===== config.mk =====
export PLATFORM = sky130hd
export DESIGN_NAME = awb_gain_ctrl_flat
export DESIGN_NICKNAME = d
export VERILOG_FILES = /design/src/rtl/awb_gain_ctrl_pkg.sv /design/src/rtl/awb_gain_ctrl_if.sv /design/src/rtl/awb_serial_div.sv /design/src/rtl/awb_gain_ctrl.sv /design/src/flat_wrapper.sv
export SDC_FILE = /design/constraint.sdc
export NUM_CORES = 1
export LEC_CHECK = 0
export ABC_AREA = 1
export CORE_MARGIN = 2
export CORE_UTILIZATION = 44
export CTS_BUF_LIST = sky130_fd_sc_hd__clkbuf_8
export DETAILED_ROUTE_END_ITERATION = 10
export GPL_ROUTABILITY_DRIVEN = 0
export HOLD_SLACK_MARGIN = 0.06
export PLACE_DENSITY = 0.63
export SYNTH_ARGS = -nofsm -noshare
export SYNTH_HDL_FRONTEND = slang
export SYNTH_SLANG_ARGS = --single-unit
export TNS_END_PERCENT = 100

===== constraint.sdc =====
create_clock -name clk -period 5.4 [get_ports clk]
set_clock_uncertainty 0.1 [all_clocks]
set_input_delay 1.62 -clock clk [delete_from_list [all_inputs] [get_ports clk]]
set_output_delay 1.62 -clock clk [all_outputs]
set_load 0.05 [all_outputs]

===== src/rtl/awb_gain_ctrl_pkg.sv =====
// Shared constants and state encodings for the auto-white-balance gain controller.
package awb_pkg;

  localparam int          USER_SOF_BIT = 0;
  localparam int          USER_EOF_BIT = 1;
  localparam logic [15:0] UNITY_GAIN   = 16'h0100;

  typedef enum logic [1:0] {
    ACCUM,
    DIV_R,
    DIV_B,
    COMMIT_WAIT
  } awb_state_t;

  typedef enum logic [1:0] {
    DV_IDLE,
    DV_RUN,
    DV_ZERO
  } div_state_t;

endpackage


===== src/rtl/awb_gain_ctrl_if.sv =====
// Pixel stream entering the ColorBlender; the gain controller only observes it.
interface awb_gain_ctrl_if #(
  parameter int DATA_WIDTH = 12
) ();

  logic [2:0][DATA_WIDTH-1:0] in_data;
  logic [7:0]                 in_user;
  logic                       in_valid;
  logic                       in_ready;

  modport master (
    output in_data,
    output in_user,
    output in_valid,
    output in_ready
  );

  modport slave (
    input in_data,
    input in_user,
    input in_valid,
    input in_ready
  );

endinterface


===== src/rtl/awb_serial_div.sv =====
// Restoring serial divider: (num << FRAC_BITS) / den, one quotient bit per cycle,
// 16-bit saturating result; den == 0 finishes after one cycle with div_by_zero.
module awb_serial_div
  import awb_pkg::*;
#(
  parameter int SUM_WIDTH = 36,
  parameter int FRAC_BITS = 8
) (
  input  logic                 clk,
  input  logic                 reset,
  input  logic                 start,
  input  logic [SUM_WIDTH-1:0] num,
  input  logic [SUM_WIDTH-1:0] den,
  output logic                 done,
  output logic                 div_by_zero,
  output logic [15:0]          quotient
);

  localparam int NW = SUM_WIDTH + FRAC_BITS;
  localparam int CW = $clog2(NW + 1);

  div_state_t           state_q, state_d;
  logic [SUM_WIDTH-1:0] rem_q, rem_d;
  logic [SUM_WIDTH-1:0] den_q, den_d;
  logic [NW-1:0]        quo_q, quo_d;
  logic [NW-1:0]        quo_step;
  logic [CW-1:0]        cnt_q, cnt_d;
  logic [SUM_WIDTH:0]   rem_sh;

  always_ff @(posedge clk) begin
    if (reset) begin
      state_q <= DV_IDLE;
      rem_q   <= '0;
      den_q   <= '0;
      quo_q   <= '0;
      cnt_q   <= '0;
    end else begin
      state_q <= state_d;
      rem_q   <= rem_d;
      den_q   <= den_d;
      quo_q   <= quo_d;
      cnt_q   <= cnt_d;
    end
  end

  // done and quotient are combinational on the final step so a new start can
  // be accepted in the same cycle, letting the caller chain divisions back to back.
  always_comb begin
    state_d     = state_q;
    rem_d       = rem_q;
    den_d       = den_q;
    quo_d       = quo_q;
    cnt_d       = cnt_q;
    done        = 1'b0;
    div_by_zero = 1'b0;
    rem_sh      = {rem_q, quo_q[NW-1]};
    quo_step    = quo_q;

    case (state_q)
      DV_RUN: begin
        if (rem_sh >= {1'b0, den_q}) begin
          rem_d    = rem_sh[SUM_WIDTH-1:0] - den_q;
          quo_step = {quo_q[NW-2:0], 1'b1};
        end else begin
          rem_d    = rem_sh[SUM_WIDTH-1:0];
          quo_step = {quo_q[NW-2:0], 1'b0};
        end
        quo_d = quo_step;
        cnt_d = cnt_q - CW'(1);
        if (cnt_q == CW'(1)) begin
          done    = 1'b1;
          state_d = DV_IDLE;
        end
      end
      DV_ZERO: begin
        done        = 1'b1;
        div_by_zero = 1'b1;
        state_d     = DV_IDLE;
      end
      default: ;
    endcase

    quotient = (|quo_step[NW-1:16]) ? '1 : quo_step[15:0];

    if (start) begin
      rem_d   = '0;
      den_d   = den;
      quo_d   = {num, {FRAC_BITS{1'b0}}};
      cnt_d   = CW'(NW);
      state_d = (den == '0) ? DV_ZERO : DV_RUN;
    end
  end

endmodule


===== src/rtl/awb_gain_ctrl.sv =====
// Gray-world AWB: snoops the blender input, sums channels per frame, divides
// G/R and G/B after EOF and commits the new gains at the following SOF.
module awb_gain_ctrl
  import awb_pkg::*;
#(
  parameter int          DATA_WIDTH = 12,
  parameter int          SUM_WIDTH  = 36,
  parameter int          SAT_THRESH = 4032,
  parameter logic [15:0] UNITY_GAIN = awb_pkg::UNITY_GAIN
) (
  input  logic                  clk,
  input  logic                  reset,
  awb_gain_ctrl_if.slave        pix,
  input  logic                  awb_enable,
  output logic [15:0]           gain_red,
  output logic [15:0]           gain_green,
  output logic [15:0]           gain_blue,
  output logic                  gains_updated,
  output logic                  busy,
  output logic                  stats_dropped
);

  awb_state_t                 state_q, state_d;
  logic [2:0][SUM_WIDTH-1:0]  sum_q, sum_d;
  logic [2:0][SUM_WIDTH-1:0]  snap_q, snap_d;
  logic [15:0]                gain_r_q, gain_r_d;
  logic [15:0]                gain_b_q, gain_b_d;
  logic [15:0]                pend_r_q, pend_r_d;
  logic [15:0]                pend_b_q, pend_b_d;
  logic                       pending_q, pending_d;
  logic                       upd_q, upd_d;
  logic                       drop_q, drop_d;
  logic                       launch_q, launch_d;

  logic                       beat, sof, eof, px_ok;
  logic [SUM_WIDTH-1:0]       acc_base;
  logic                       div_start, div_done, div_dz;
  logic [SUM_WIDTH-1:0]       div_den;
  logic [15:0]                div_quot;
  logic                       unused_user_bits;

  function automatic logic [SUM_WIDTH-1:0] sat_add(
    input logic [SUM_WIDTH-1:0]  a,
    input logic [DATA_WIDTH-1:0] p
  );
    logic [SUM_WIDTH:0] s;
    s = {1'b0, a} + {{(SUM_WIDTH + 1 - DATA_WIDTH){1'b0}}, p};
    return s[SUM_WIDTH] ? '1 : s[SUM_WIDTH-1:0];
  endfunction

  assign beat             = pix.in_valid & pix.in_ready;
  assign sof              = beat & pix.in_user[USER_SOF_BIT];
  assign eof              = beat & pix.in_user[USER_EOF_BIT];
  assign unused_user_bits = ^pix.in_user[7:2];

  always_comb begin
    px_ok = 1'b1;
    for (int unsigned i = 0; i < 3; i++) begin
      if (pix.in_data[i] >= DATA_WIDTH'(SAT_THRESH)) px_ok = 1'b0;
    end
  end

  always_ff @(posedge clk) begin
    if (reset) begin
      state_q   <= ACCUM;
      sum_q     <= '0;
      snap_q    <= '0;
      gain_r_q  <= UNITY_GAIN;
      gain_b_q  <= UNITY_GAIN;
      pend_r_q  <= '0;
      pend_b_q  <= '0;
      pending_q <= 1'b0;
      upd_q     <= 1'b0;
      drop_q    <= 1'b0;
      launch_q  <= 1'b0;
    end else begin
      state_q   <= state_d;
      sum_q     <= sum_d;
      snap_q    <= snap_d;
      gain_r_q  <= gain_r_d;
      gain_b_q  <= gain_b_d;
      pend_r_q  <= pend_r_d;
      pend_b_q  <= pend_b_d;
      pending_q <= pending_d;
      upd_q     <= upd_d;
      drop_q    <= drop_d;
      launch_q  <= launch_d;
    end
  end

  always_comb begin
    state_d   = state_q;
    sum_d     = sum_q;
    snap_d    = snap_q;
    gain_r_d  = gain_r_q;
    gain_b_d  = gain_b_q;
    pend_r_d  = pend_r_q;
    pend_b_d  = pend_b_q;
    pending_d = pending_q;
    upd_d     = 1'b0;
    drop_d    = 1'b0;
    launch_d  = 1'b0;
    acc_base  = '0;
    div_start = launch_q;
    div_den   = (state_q == DIV_B) ? snap_q[0] : snap_q[2];

    if (beat) begin
      for (int unsigned i = 0; i < 3; i++) begin
        acc_base = sof ? '0 : sum_q[i];
        sum_d[i] = px_ok ? sat_add(acc_base, pix.in_data[i]) : acc_base;
      end
    end

    // The blue division is started in the cycle the red one completes.
    case (state_q)
      DIV_R: begin
        if (div_done) begin
          pend_r_d  = div_dz ? gain_r_q : div_quot;
          state_d   = DIV_B;
          div_start = 1'b1;
          div_den   = snap_q[0];
        end
      end
      DIV_B: begin
        if (div_done) begin
          pend_b_d  = div_dz ? gain_b_q : div_quot;
          state_d   = COMMIT_WAIT;
          pending_d = 1'b1;
        end
      end
      default: ;
    endcase

    if (sof) begin
      if (pending_q && (state_q == ACCUM || state_q == COMMIT_WAIT)) begin
        gain_r_d  = awb_enable ? pend_r_q : UNITY_GAIN;
        gain_b_d  = awb_enable ? pend_b_q : UNITY_GAIN;
        pending_d = 1'b0;
        upd_d     = 1'b1;
        state_d   = ACCUM;
      end else if (!pending_q && !awb_enable &&
                   (gain_r_q != UNITY_GAIN || gain_b_q != UNITY_GAIN)) begin
        gain_r_d = UNITY_GAIN;
        gain_b_d = UNITY_GAIN;
        upd_d    = 1'b1;
      end
    end

    if (eof) begin
      if (state_q == DIV_R || state_q == DIV_B) begin
        drop_d = 1'b1;
      end else begin
        snap_d   = sum_d;
        state_d  = DIV_R;
        launch_d = 1'b1;
      end
    end
  end

  awb_serial_div #(
    .SUM_WIDTH (SUM_WIDTH),
    .FRAC_BITS (8)
  ) u_div (
    .clk         (clk),
    .reset       (reset),
    .start       (div_start),
    .num         (snap_q[1]),
    .den         (div_den),
    .done        (div_done),
    .div_by_zero (div_dz),
    .quotient    (div_quot)
  );

  assign gain_red      = gain_r_q;
  assign gain_green    = UNITY_GAIN;
  assign gain_blue     = gain_b_q;
  assign gains_updated = upd_q;
  assign stats_dropped = drop_q;
  assign busy          = (state_q == DIV_R) || (state_q == DIV_B);

endmodule


===== src/flat_wrapper.sv =====
// flat-port wrapper written by rule: the top's interface ports become plain ports
module awb_gain_ctrl_flat import awb_pkg::*;
#(
  parameter int          DATA_WIDTH = 12,
  parameter int          SUM_WIDTH  = 36,
  parameter int          SAT_THRESH = 4032,
  parameter logic [15:0] UNITY_GAIN = awb_pkg::UNITY_GAIN
)
  (clk, reset, awb_enable, gain_red, gain_green, gain_blue, gains_updated, busy, stats_dropped, pix_in_data, pix_in_user, pix_in_valid, pix_in_ready);
  awb_gain_ctrl_if #(.DATA_WIDTH(DATA_WIDTH)) pix_i ();
  input  logic clk;
  input  logic reset;
  input  logic awb_enable;
  output logic [15:0] gain_red;
  output logic [15:0] gain_green;
  output logic [15:0] gain_blue;
  output logic gains_updated;
  output logic busy;
  output logic stats_dropped;
  input wire logic [$bits(pix_i.in_data)-1:0] pix_in_data;
  input wire logic [$bits(pix_i.in_user)-1:0] pix_in_user;
  input wire logic [$bits(pix_i.in_valid)-1:0] pix_in_valid;
  input wire logic [$bits(pix_i.in_ready)-1:0] pix_in_ready;
  assign pix_i.in_data = pix_in_data;
  assign pix_i.in_user = pix_in_user;
  assign pix_i.in_valid = pix_in_valid;
  assign pix_i.in_ready = pix_in_ready;
  awb_gain_ctrl #(.DATA_WIDTH(DATA_WIDTH), .SUM_WIDTH(SUM_WIDTH), .SAT_THRESH(SAT_THRESH), .UNITY_GAIN(UNITY_GAIN)) u_core (.clk(clk), .reset(reset), .pix(pix_i), .awb_enable(awb_enable), .gain_red(gain_red), .gain_green(gain_green), .gain_blue(gain_blue), .gains_updated(gains_updated), .busy(busy), .stats_dropped(stats_dropped));
endmodule

# Word-level counts from Yosys, hierarchy flattened

Index checks and enable logic that the tools add are counted.

Register bits: 410
Bits of input ports: 49
Output and inout port bits: 51
Logic and storage cells: 122

Add/sub/neg operators: 5
Magnitude comparators: 4
Eq/ne operators: 9
Muxes and demuxes: 54
Bitwise operators: 6
Reduce and logical (&&, ||, !) cells: 22

Operators by type and width:

| cell                                                       | number |
|---|---|
| two-way mux 36 bit                                         | 13 |
| two-way mux 16 bit                                         | 8 |
| adder 36 x 12 -> 37 bit                                    | 3 |
| two-way mux 108 bit                                        | 1 |
| two-way mux 44 bit                                         | 2 |
| greater-or-equal comparator 37 x 36 -> 1 bit               | 1 |
| greater-or-equal comparator 12 bit (second input constant) | 3 |
| logical NOT 36 bit                                         | 1 |
| subtractor 36 bit                                          | 1 |
| != test 16 x 9 -> 1 bit (second input constant)            | 2 |
| OR reduction 28 bit                                        | 1 |
| two-way mux 2 bit                                          | 9 |
| two-way mux 1 bit                                          | 16 |
| two-way mux 6 bit                                          | 2 |
| AND reduction 2 bit                                        | 5 |
| one-hot mux 2 bit (2 select lines)                         | 2 |
| == test 2 bit (second input constant)                      | 3 |
| == test 6 x 1 -> 1 bit (second input constant)             | 1 |
| OR reduction 2 bit                                         | 3 |
| subtractor 6 x 1 -> 6 bit (second input constant)          | 1 |
| == test 2 x 1 -> 1 bit (second input constant)             | 2 |
| nonzero test 2 bit                                         | 2 |
| bitwise AND 1 bit                                          | 3 |
| logical AND 1 bit                                          | 3 |
| other kinds (7)                                            | 12 |

# Logic depth before layout (Yosys ltp)

Gate-level depths: netlist (run 1).

Depth in word-level cells: 9
Mapped depth: 26
Depth with buffers taken out: 20

# Modules after synthesis

A second synthesis (run 1) with hierarchy kept.

Cell total of the unflattened synthesis: 3998
Area total of the unflattened synthesis: 25259.2 um^2

Modules (own cells, without submodules):

| module         | times used | cells each | area each (um^2) | seq. area each (um^2) |
|---|---|---|---|---|
| awb_gain_ctrl  | 1          | 2641       | 16862.4          | 5725.5 |
| awb_serial_div | 1          | 1357       | 8396.8           | 2482.4 |

# Worst setup path before layout (run 1)

OpenSTA, ideal clock, no wires.

Path type: input to register
Start: in pix_in_valid
End: reg u_core.snap_q[80] (netlist bit)
Library setup time: 0.116 ns
Arrival time: 4.507 ns
Required time: 5.184 ns
Path slack: 0.677 ns
Cell stages on the path: 21
Path buffers: 5
Path through: nand2_4 inv_4 nand2_4 buf_8 buf_6 buf_6 buf_2 buf_2 nand2_1 inv_1 ha_1 fa_1 nand3_1 nand2_1 a21boi_0 o21ai_0 xor2_1 o21ai_0 nand3_1 o211ai_1 inv_1

Word-level cells in the longest chain between the ends: 7
Elaborated cells on any way between the ends: 9
Those cells by class: add/sub: 1; mux: 4; bitwise: 3; reduce/logical: 1

Ends and longest elaborated chain:

| element                 | line                 | text |
|---|---|---|
| start, declared         | flat_wrapper.sv:22   | `input wire logic [$bits(pix_i.in_valid)-1:0] pix_in_valid;` |
| bitwise AND 1 bit (*)   | awb_gain_ctrl.sv:51  | `assign beat = pix.in_valid & pix.in_ready;` |
| bitwise AND 1 bit       | awb_gain_ctrl.sv:52  | `assign sof = beat & pix.in_user[USER_SOF_BIT];` |
| two-way mux 36 bit      | awb_gain_ctrl.sv:109 | `acc_base = sof ? '0 : sum_q[i];` |
| adder 36 x 12 -> 37 bit | awb_gain_ctrl.sv:47  | `s = {1'b0, a} + {{(SUM_WIDTH + 1 - DATA_WIDTH){1'b0}}, p};` |
| two-way mux 36 bit      | awb_gain_ctrl.sv:48  | `return s[SUM_WIDTH] ? '1 : s[SUM_WIDTH-1:0];` |
| two-way mux 36 bit      | awb_gain_ctrl.sv:110 | `sum_d[i] = px_ok ? sat_add(acc_base, pix.in_data[i]) : acc_base;` |
| two-way mux 108 bit     | awb_gain_ctrl.sv:107 | `if (beat) begin` |
| end signal, assigned    | awb_gain_ctrl.sv:79  | `snap_q <= snap_d;` |
| end, declared           | awb_gain_ctrl.sv:25  | `logic [2:0][SUM_WIDTH-1:0] snap_q, snap_d;` |

Mark *: on every way between the ends. The rest lies on a longest branch, timed or not.
A chain may end at the register's enable or synchronous reset.

# Final worst setup path (run 1)

Start: in pix_in_user[0]
End: reg u_core.snap_q[14] (netlist bit)

Word-level cells in the longest chain between the ends: 6

Ends and longest elaborated chain:

| element                 | line                 | text |
|---|---|---|
| start, declared         | flat_wrapper.sv:21   | `input wire logic [$bits(pix_i.in_user)-1:0] pix_in_user;` |
| bitwise AND 1 bit (*)   | awb_gain_ctrl.sv:52  |  |
| two-way mux 36 bit (*)  | awb_gain_ctrl.sv:109 |  |
| adder 36 x 12 -> 37 bit | awb_gain_ctrl.sv:47  |  |
| two-way mux 36 bit      | awb_gain_ctrl.sv:48  |  |
| two-way mux 36 bit (*)  | awb_gain_ctrl.sv:110 |  |
| two-way mux 108 bit (*) | awb_gain_ctrl.sv:107 |  |

Marks and branches as above.

==> impl_results.md, run 1 <==
* Via/cell ratio at 5.24
* Leakage power at 12.1 nW
* Final Cycle Share at between 80% and 90%
* Post-synthesis cell area at 23500 um^2
* TritonCTS clock tree: built
* Yosys reg bits at 410
* CP Data Required Time at 5.88 ns
* Reg-to-reg critical path startpoint: u_core.u_div.state_q[0]
* R2R Path End: u_core.u_div.state_q[1]
* # diodes at 0
* Fin. max-slew vios at 0
* Power Total at 13.2 mW
* DRC Markers at 0
* Sinks on Clock Net at between 400 and 500
* Layout cells sized above 1 at under 10%
* Setup TNS at 0 ns
* Die Ht at about 240 um
* CTS Buf Count at 75
* FFs w/ async S/R, synth at 0%
* Worst slack, placed at 0.261 ns
* Crit path capture type: flop
* Switching Fraction at 45.8%
* Crit path time final at 4.56 ns
* H-Tree Level Count at 3
* Detailed-route wire length at 67800 um
* Filler cell count at 5458
* MaxCap Viol Count at 0
* Crit path arrival time at 5.03 ns
* R2R Setup Slk at 1.63 ns
* Internal power at 7.15 mW
* Initial Util at 44.6%
* Max Root-Sink Buffers at 3
* Dpl hpwl at 48500 um
* Setup Buffers After CTS at 0
* Post-cts resize count at 0
* Final setup fails at 0
* RSZ-0062 raised after global routing: false
* Via count at roughly 23000
* Adder-Cell Fraction of Synth Area at approximately 4.5%
* First-pass GRT wire length at 109000 um
* CTS Hold Bufs at 0
* Clock-pin slew on the worst setup and hold paths at 0.06 ns
* Congestion Overflow GR at 0
* Highest clock rate at 220 MHz
* Initial antenna violation count at 0
* Power Dens Cells at 502 nW/um^2
* Synth Area in Simple Gates at 29.2%
* CP Launch Type: primary input
* Min Hold Slack at 0.330 ns
* Worst Hold Class: flop to flop
* Power share of the combinational group at 52.2%
* Synth area leaders: dfxtp_1, nand2_1, a21oi_1
* Row count at 84
* Final setup margin at 0.844 ns
* Full die area at 55300 um^2
* Hold Fails Final Rpt at 0
* Register area at 8210 um^2
* Seq/Total Area, Yosys at approximately a third
* Wire length per cell at 15.7 um
* Hold_sp: u_core.snap_q[70]
* Mean Syn Cell Area at approximately 6.7 um^2
* Net Switching at 6.04 mW
* Vias in the first global route at 21100
* Root buffer cell: clkbuf_8
* Final #Nets at 3693
* Core area at 52700 um^2
* CP Class: primary input to flop
* Top Ports at 100
* Multi-input logic area at 13100 um^2
* Clk_lat worst skew at 0.67 ns
* Synth Instances at about 3500
* Max FO, Critical Path at 19
* Worst slew margin at 29.3%
* DRT Pass-1 Iters at 7
* Peak VDD IR at 0.000686 V
* Status: completed
* Synth cell types at 51
* Non-Filler Instances at 4309
* Synth-to-layout area growth at 11.8%
* Cell Count Post-Placement at 4173
* XOR/XNOR Fraction of Synth Area at 2.61%
* Drt initial violations at approximately 1600
* Largest net degree at the start of global routing at between 90 and 100
* Top cells by count, synth: nand2_1, dfxtp_1, a21oi_1
* Worst Hold Path EP: u_core.u_div.quo_q[42]
* Clock share of power at around 22%
* Reg2Reg Depth at 13
* Synthesis Warnings at 0
* Post-synthesis mux area share at under 10%
* Top-area cell type share of the netlist area at roughly a third
* Min-Delay Path Depth at 2
* Share of power burned in registers at 25.5%
* Die W at 235 um
* Top-count cell post-synth: nand2_1
* Post-synth EDFFs at 0
* Routed Antenna Nets at 0
* Worst slew pin tran at 1.06 ns
* Main flop type after synthesis: dfxtp_1
* Post-synthesis compound-gate area fraction at a little under a fifth
* I/O Buffers at 77
* GRT Resource Usage Total at 24.0%
* Main combinational cell family by area after synthesis: simple AND/OR/NAND/NOR gates
* Largest area contributor in the netlist: dfxtp_1
[worst max path at each step]
stage / start / endpoint / slack, ns / cells past startpoint
after global routing: pix_in_user[0] / u_core.snap_q[14] / 0.57 / 17
after global placement: pix_in_user[0] / u_core.snap_q[58] / 0.29 / 22
after CTS: pix_in_user[0] / u_core.snap_q[58] / 0.94 / 22
after floorplan: pix_in_valid / u_core.snap_q[80] / 0.68 / 21
after detailed placement: pix_in_user[0] / u_core.snap_q[58] / 0.26 / 22
final: pix_in_user[0] / u_core.snap_q[14] / 0.84 / 17
[metal layers]
metal  vias up  routed length [um]  GRT usage, %
met5         -                   0             0
met4         0                 965          6.02
li1      11700                   -             -
met1     10300               32100          32.8
met2       521               31100          39.4
met3        78                3660          3.69
[worst max-delay path, cell delays in order]
cell             delay (ns)
clkdlybuf4s50_1        0.45
buf_4                  0.16
nand2_4                0.18
buf_4                  0.26
nand2_1                0.09
inv_1                  0.04
ha_1                   0.33
nand2_1                0.11
nor2_1                 0.16
nand4_1                0.09
o21ai_0                0.36
nand2_1                0.26
nor2_1                 0.21
nand3_1                0.23
nand3_1                0.15
o21ai_0                0.13
a21oi_1                0.17
[area by class of cell]
type | count | share of cell area (%)
repair buffers | 135 | 4.74
flip-flops and latches | 410 | 31.2
clock inverters | 50 | 1.19
well taps | 688 | 3.28
multi-input cells | 2588 | 50.0
clock buffers | 86 | 4.51
inverters | 352 | 5.04
[sequential cells by signal, summed over array words and instances (netlist names)]
register,cells
u_core.u_div.quo_q,44
u_core.gain_blue,16
u_core.snap_q,108
u_core.u_div.den_q,36
u_core.pend_r_q,16
u_core.pending_q,1
u_core.u_div.state_q,2
u_core.u_div.rem_q,36
u_core.gains_updated,1
u_core.launch_q,1
u_core.u_div.cnt_q,6
u_core.pend_b_q,16
u_core.stats_dropped,1
u_core.gain_red,16
u_core.sum_q,108
u_core.state_q,2
[power by group through the flow]
stage	clock network, mW	registers, mW	logic [mW]
floorplan	0	3.41	6.27
global route	3.15	3.36	6.94
global placement	0	3.42	6.74
detailed placement	0	3.42	6.63
finish	2.95	3.36	6.88
CTS	3.02	3.35	6.65
[cell families after synthesis]
family	count (synthesis)
fa+ha+maj	82
mux	26
flops	410
buf+inv	537
simple gates	1598
compound gates	796
xor+xnor	70
other cells	2
[cell usage in the layout (no fill, tap or decap), types with 16 or more instances in the layout]
cell and instances:
inv_2 26, nor2_1 286, o21ai_0 262, nor3_1 27, mux2i_1 26, xor2_1 45
nand3_1 244, or2_2 40, inv_1 346, ha_1 77, o22ai_1 48, a21oi_1 395
nand4_1 42, nand2_1 868, nand3b_1 27, dfxtp_1 410, clkbuf_8 86, o211ai_1 21
clkdlybuf4s50_1 76, xnor2_1 25, buf_4 55, conb_1 16
[stage by stage]
stage          utilization [%]  area, um^2
3_5_place_dp              47.1       24800
3_3_place_gp              47.1       24800
2_1_floorplan                -       23500
4_1_cts                   49.9       26300
5_1_grt                   49.9       26300
6_report                  49.9       26300
Note: power is estimated with default switching activity, not from simulation.
==> run 2, diff against run 1 <==
--- a/config.mk
+++ b/config.mk
@@ -12,7 +12,7 @@
 export DETAILED_ROUTE_END_ITERATION = 10
 export GPL_ROUTABILITY_DRIVEN = 0
 export HOLD_SLACK_MARGIN = 0.06
-export PLACE_DENSITY = 0.63
+export PLACE_DENSITY = 0.65
 export SYNTH_ARGS = -nofsm -noshare
 export SYNTH_HDL_FRONTEND = slang
 export SYNTH_SLANG_ARGS = --single-unit
==> constraint.sdc (replaced) <==
create_clock -name clk -period 4 [get_ports clk]
set_clock_uncertainty 0.1 [all_clocks]
set_input_delay 1.2 -clock clk [delete_from_list [all_inputs] [get_ports clk]]
set_output_delay 1.2 -clock clk [all_outputs]
set_load 0.05 [all_outputs]
==> run 2 against run 1 <==
Against the previous run:
- highest routed layer unchanged
- worst setup slack worse by 0.54 ns
- non-clock buffer count is 212 higher
- largest power group unchanged
- design area rose by 6.4%
- via count is 2.1% higher
==> impl_results.md, run 2 (synthesized netlist as in run 1, its figures left out) <==
* Critical Path Max Stage Delay at 0.84 ns (+0.39 ns)
* Worst slack, placed at -0.307 ns (-0.568 ns)
* Switching Fraction at 47.2% (+1.4 points)
* Cells along the critical path: inv_1 > ha_1 > inv_1 > clkdlybuf4s50_1
* Final Cycle Share at between 90% and 100%
* Die W at 235 um (unchanged)
* Wire length per cell at 14.5 um (-8.0%)
* Critical path destination: busy
* Worst Hold Class: flop to flop
* Worst slew pin tran at 0.803 ns (-0.257 ns)
* R2R Path End: u_core.u_div.state_q[1]
* Max FO, Critical Path at 3 (-16)
* Highest clock rate at around 270 MHz
* CTS Hold Bufs at 0 (unchanged)
* First-pass GRT wire length at 107000 um (-2.4%)
* RSZ-0062 raised after global routing: false
* Reg-to-reg critical path startpoint: u_core.u_div.state_q[0]
* Worst path most repeated cell: inv_1
* Initial Util at 44.6% (unchanged)
* Crit path depth at 4 (-13)
* Post-route cell area at 28000 um^2 (+6.4%)
* GRT Resource Usage Total at 23.2% (-0.79 points)
* Final #Nets at 3901 (+5.6%)
* CTS Buf Count at 71 (-5.3%)
* Crit path capture type: output port
* Die Ht at 235 um (unchanged)
* MaxCap Viol Count at 0 (unchanged)
* Via/cell ratio at 5.11 (-2.4%)
* Row count at 84 (unchanged)
* Vias in the first global route at 21200 (+0.56%)
* Worst Setup SP: u_core.state_q[0]
* Register area at 8210 um^2 (unchanged)
* Congestion Overflow GR at 0 (unchanged)
* Crit path time final at approximately 3.7 ns
* Via count at 23100 (+2.1%)
* CP Data Required Time at 2.70 ns (-3.18 ns)
* Synth-to-layout area growth at 19.0%
* Final design utilization at 53.1% (+3.2 points)
* Crit path buffers/inverters at 3 (-1)
* Peak VDD IR at 0.00171 V (+150%)
* Largest net degree at the start of global routing at 172 (+85%)
* Root buffer cell: clkbuf_8
* R2R Setup Slk at 0.34 ns (-1.29 ns)
* CP Class: flop to output port
* Layout cells sized above 1 at 13.1% (+5.3 points)
* Hold Fails Final Rpt at 0 (unchanged)
* Most common cell after layout, fill and taps aside: nand2_1
* Full die area at 55300 um^2 (unchanged)
* Fin. max-slew vios at 0 (unchanged)
* Multi-input logic area at 13200 um^2 (+0.44%)
* Clock share of power at 19.5% (-2.8 points)
* Share of power burned in registers at 23.2% (-2.3 points)
* Min Hold Slack at 0.349 ns (+0.0186 ns)
* Area of placed instances at 26500 um^2 (+7.1%)
* Sinks on Clock Net at 410 (unchanged)
* Most frequent cells in the layout: nand2_1, dfxtp_1, a21oi_1, inv_1, nor2_1
* Status: completed
* Final setup fails at 0 (unchanged)
* TritonCTS clock tree: built
* Leakage power at 13.1 nW (+8.4%)
* Top Ports at 100 (unchanged)
* H-Tree Level Count at 3 (unchanged)
* DRC Markers at 0 (unchanged)
* I/O Buffers at 77 (unchanged)
* CP Launch Type: flop
* Clock-pin slew on the worst setup and hold paths at 0.06 ns (about the same)
* Power share of the combinational group at 57.3% (+5.1 points)
* Drt initial violations at 1447 (-11%)
* Crit path arrival time at 2.39 ns (-2.64 ns)
* Detailed-route wire length at 65300 um (-3.7%)
* Regs by FF count: u_core.snap_q (108), u_core.sum_q (108), u_core.u_div.quo_q (44)
* Max stage delay cell, worst path: clkdlybuf4s50_1
* Filler cell count at 5201 (-4.7%)
* Power Dens Cells at 704 nW/um^2 (+40%)
* Dpl hpwl at 47000 um (-3.3%)
* Reg2Reg Depth at 15 (+2)
* Routed Antenna Nets at 0 (unchanged)
* Core area at 52700 um^2 (unchanged)
* Clk_lat worst skew at 0.66 ns (about the same)
* Worst slew margin at 45.9% (+17 points)
* Crit path max-delay family: buffers and inverters
* DRT Pass-1 Iters at 7 (unchanged)
* Post-cts resize count at 0 (unchanged)
* Setup Buffers After CTS at 0 (unchanged)
* Final setup margin at 0.306 ns (-0.539 ns)
* Internal power at 10.4 mW (+45%)
* Initial antenna violation count at 1 (+1)
* Net Switching at 9.29 mW (+54%)
* Power Total at 19.7 mW (+49%)
* Max Root-Sink Buffers at 3 (unchanged)
run 2: cell types whose count changed in the layout (fill, tap and decap cells not counted), moves of 3 or more:
cell      delta
o21ai_1     +13
o21ai_0     -15
inv_1        -4
clkinv_2     -6
inv_6        -3
buf_12       +9
buf_4      +202
run 2: power by group through the flow:
stage | Combinational [mW] | Sequential, mW | Clock (mW)
after CTS | 11.2 | 4.57 | 3.93
after global routing | 12.8 | 4.61 | 4.10
after floorplan | 8.48 | 4.60 | 0
after detailed placement | 11.1 | 4.66 | 0
after global placement | 11.0 | 4.66 | 0
final | 11.3 | 4.58 | 3.83
run 2: through the flow:
stage | setup TNS (ns) | instances
after floorplan | 0 | 3535
after global placement | -30.86 | 4385
after detailed placement | -38.20 | 4385
after CTS | 0 | 4509
after global routing | 0 | 4510
final | 0 | 4510
run 2: cell type report:
cell class | count | area share (%)
antenna | 1 | 0.00895
multi-input combinational | 2588 | 47.2
tap | 688 | 3.08
timing repair buffer | 347 | 10.6
clock buffer | 88 | 4.33
clock inverter | 36 | 0.738
inverter | 352 | 4.74
sequential | 410 | 29.4
run 2: how the worst min path moves through the flow:
stage | depth (start not counted) | from | end
finish | 2 | u_core.snap_q[62] | u_core.u_div.quo_q[34]
global route | 2 | u_core.snap_q[64] | u_core.u_div.quo_q[36]
CTS | 2 | u_core.snap_q[59] | u_core.u_div.quo_q[31]
detailed placement | 2 | u_core.snap_q[53] | u_core.u_div.quo_q[25]
global placement | 2 | u_core.snap_q[65] | u_core.u_div.quo_q[37]
floorplan | 2 | u_core.snap_q[48] | u_core.u_div.quo_q[20]
run 2: worst reg2reg max path, delay by kind of cell (launching register included):
family                     cells  cell delay, ns
and+or+nand+nor               10            2.12
buffers and inverters          3            0.72
adders and majority gates      1            0.17
AOI/OAI and AO/OA              1            0.13
DFF                            1            0.35
run 2: per-layer routing:
layer | part of all wire [%] | track usage [%] | wire (um)
met2 | 44 | 37.0 | 29000
met4 | 2.1 | 7.46 | 1360
met5 | 0 | 0 | 0
met3 | 5.1 | 3.14 | 3310
met1 | 48 | 32.3 | 31600
==> run 3, diff against run 2 <==
--- a/config.mk
+++ b/config.mk
@@ -6,6 +6,7 @@
 export NUM_CORES = 1
 export LEC_CHECK = 0
 export ABC_AREA = 1
+export CAP_MARGIN = 15
 export CORE_MARGIN = 2
 export CORE_UTILIZATION = 44
 export CTS_BUF_LIST = sky130_fd_sc_hd__clkbuf_8
==> results of run 3 <==
Final layout, timing and power as in run 2 (identical DEF).
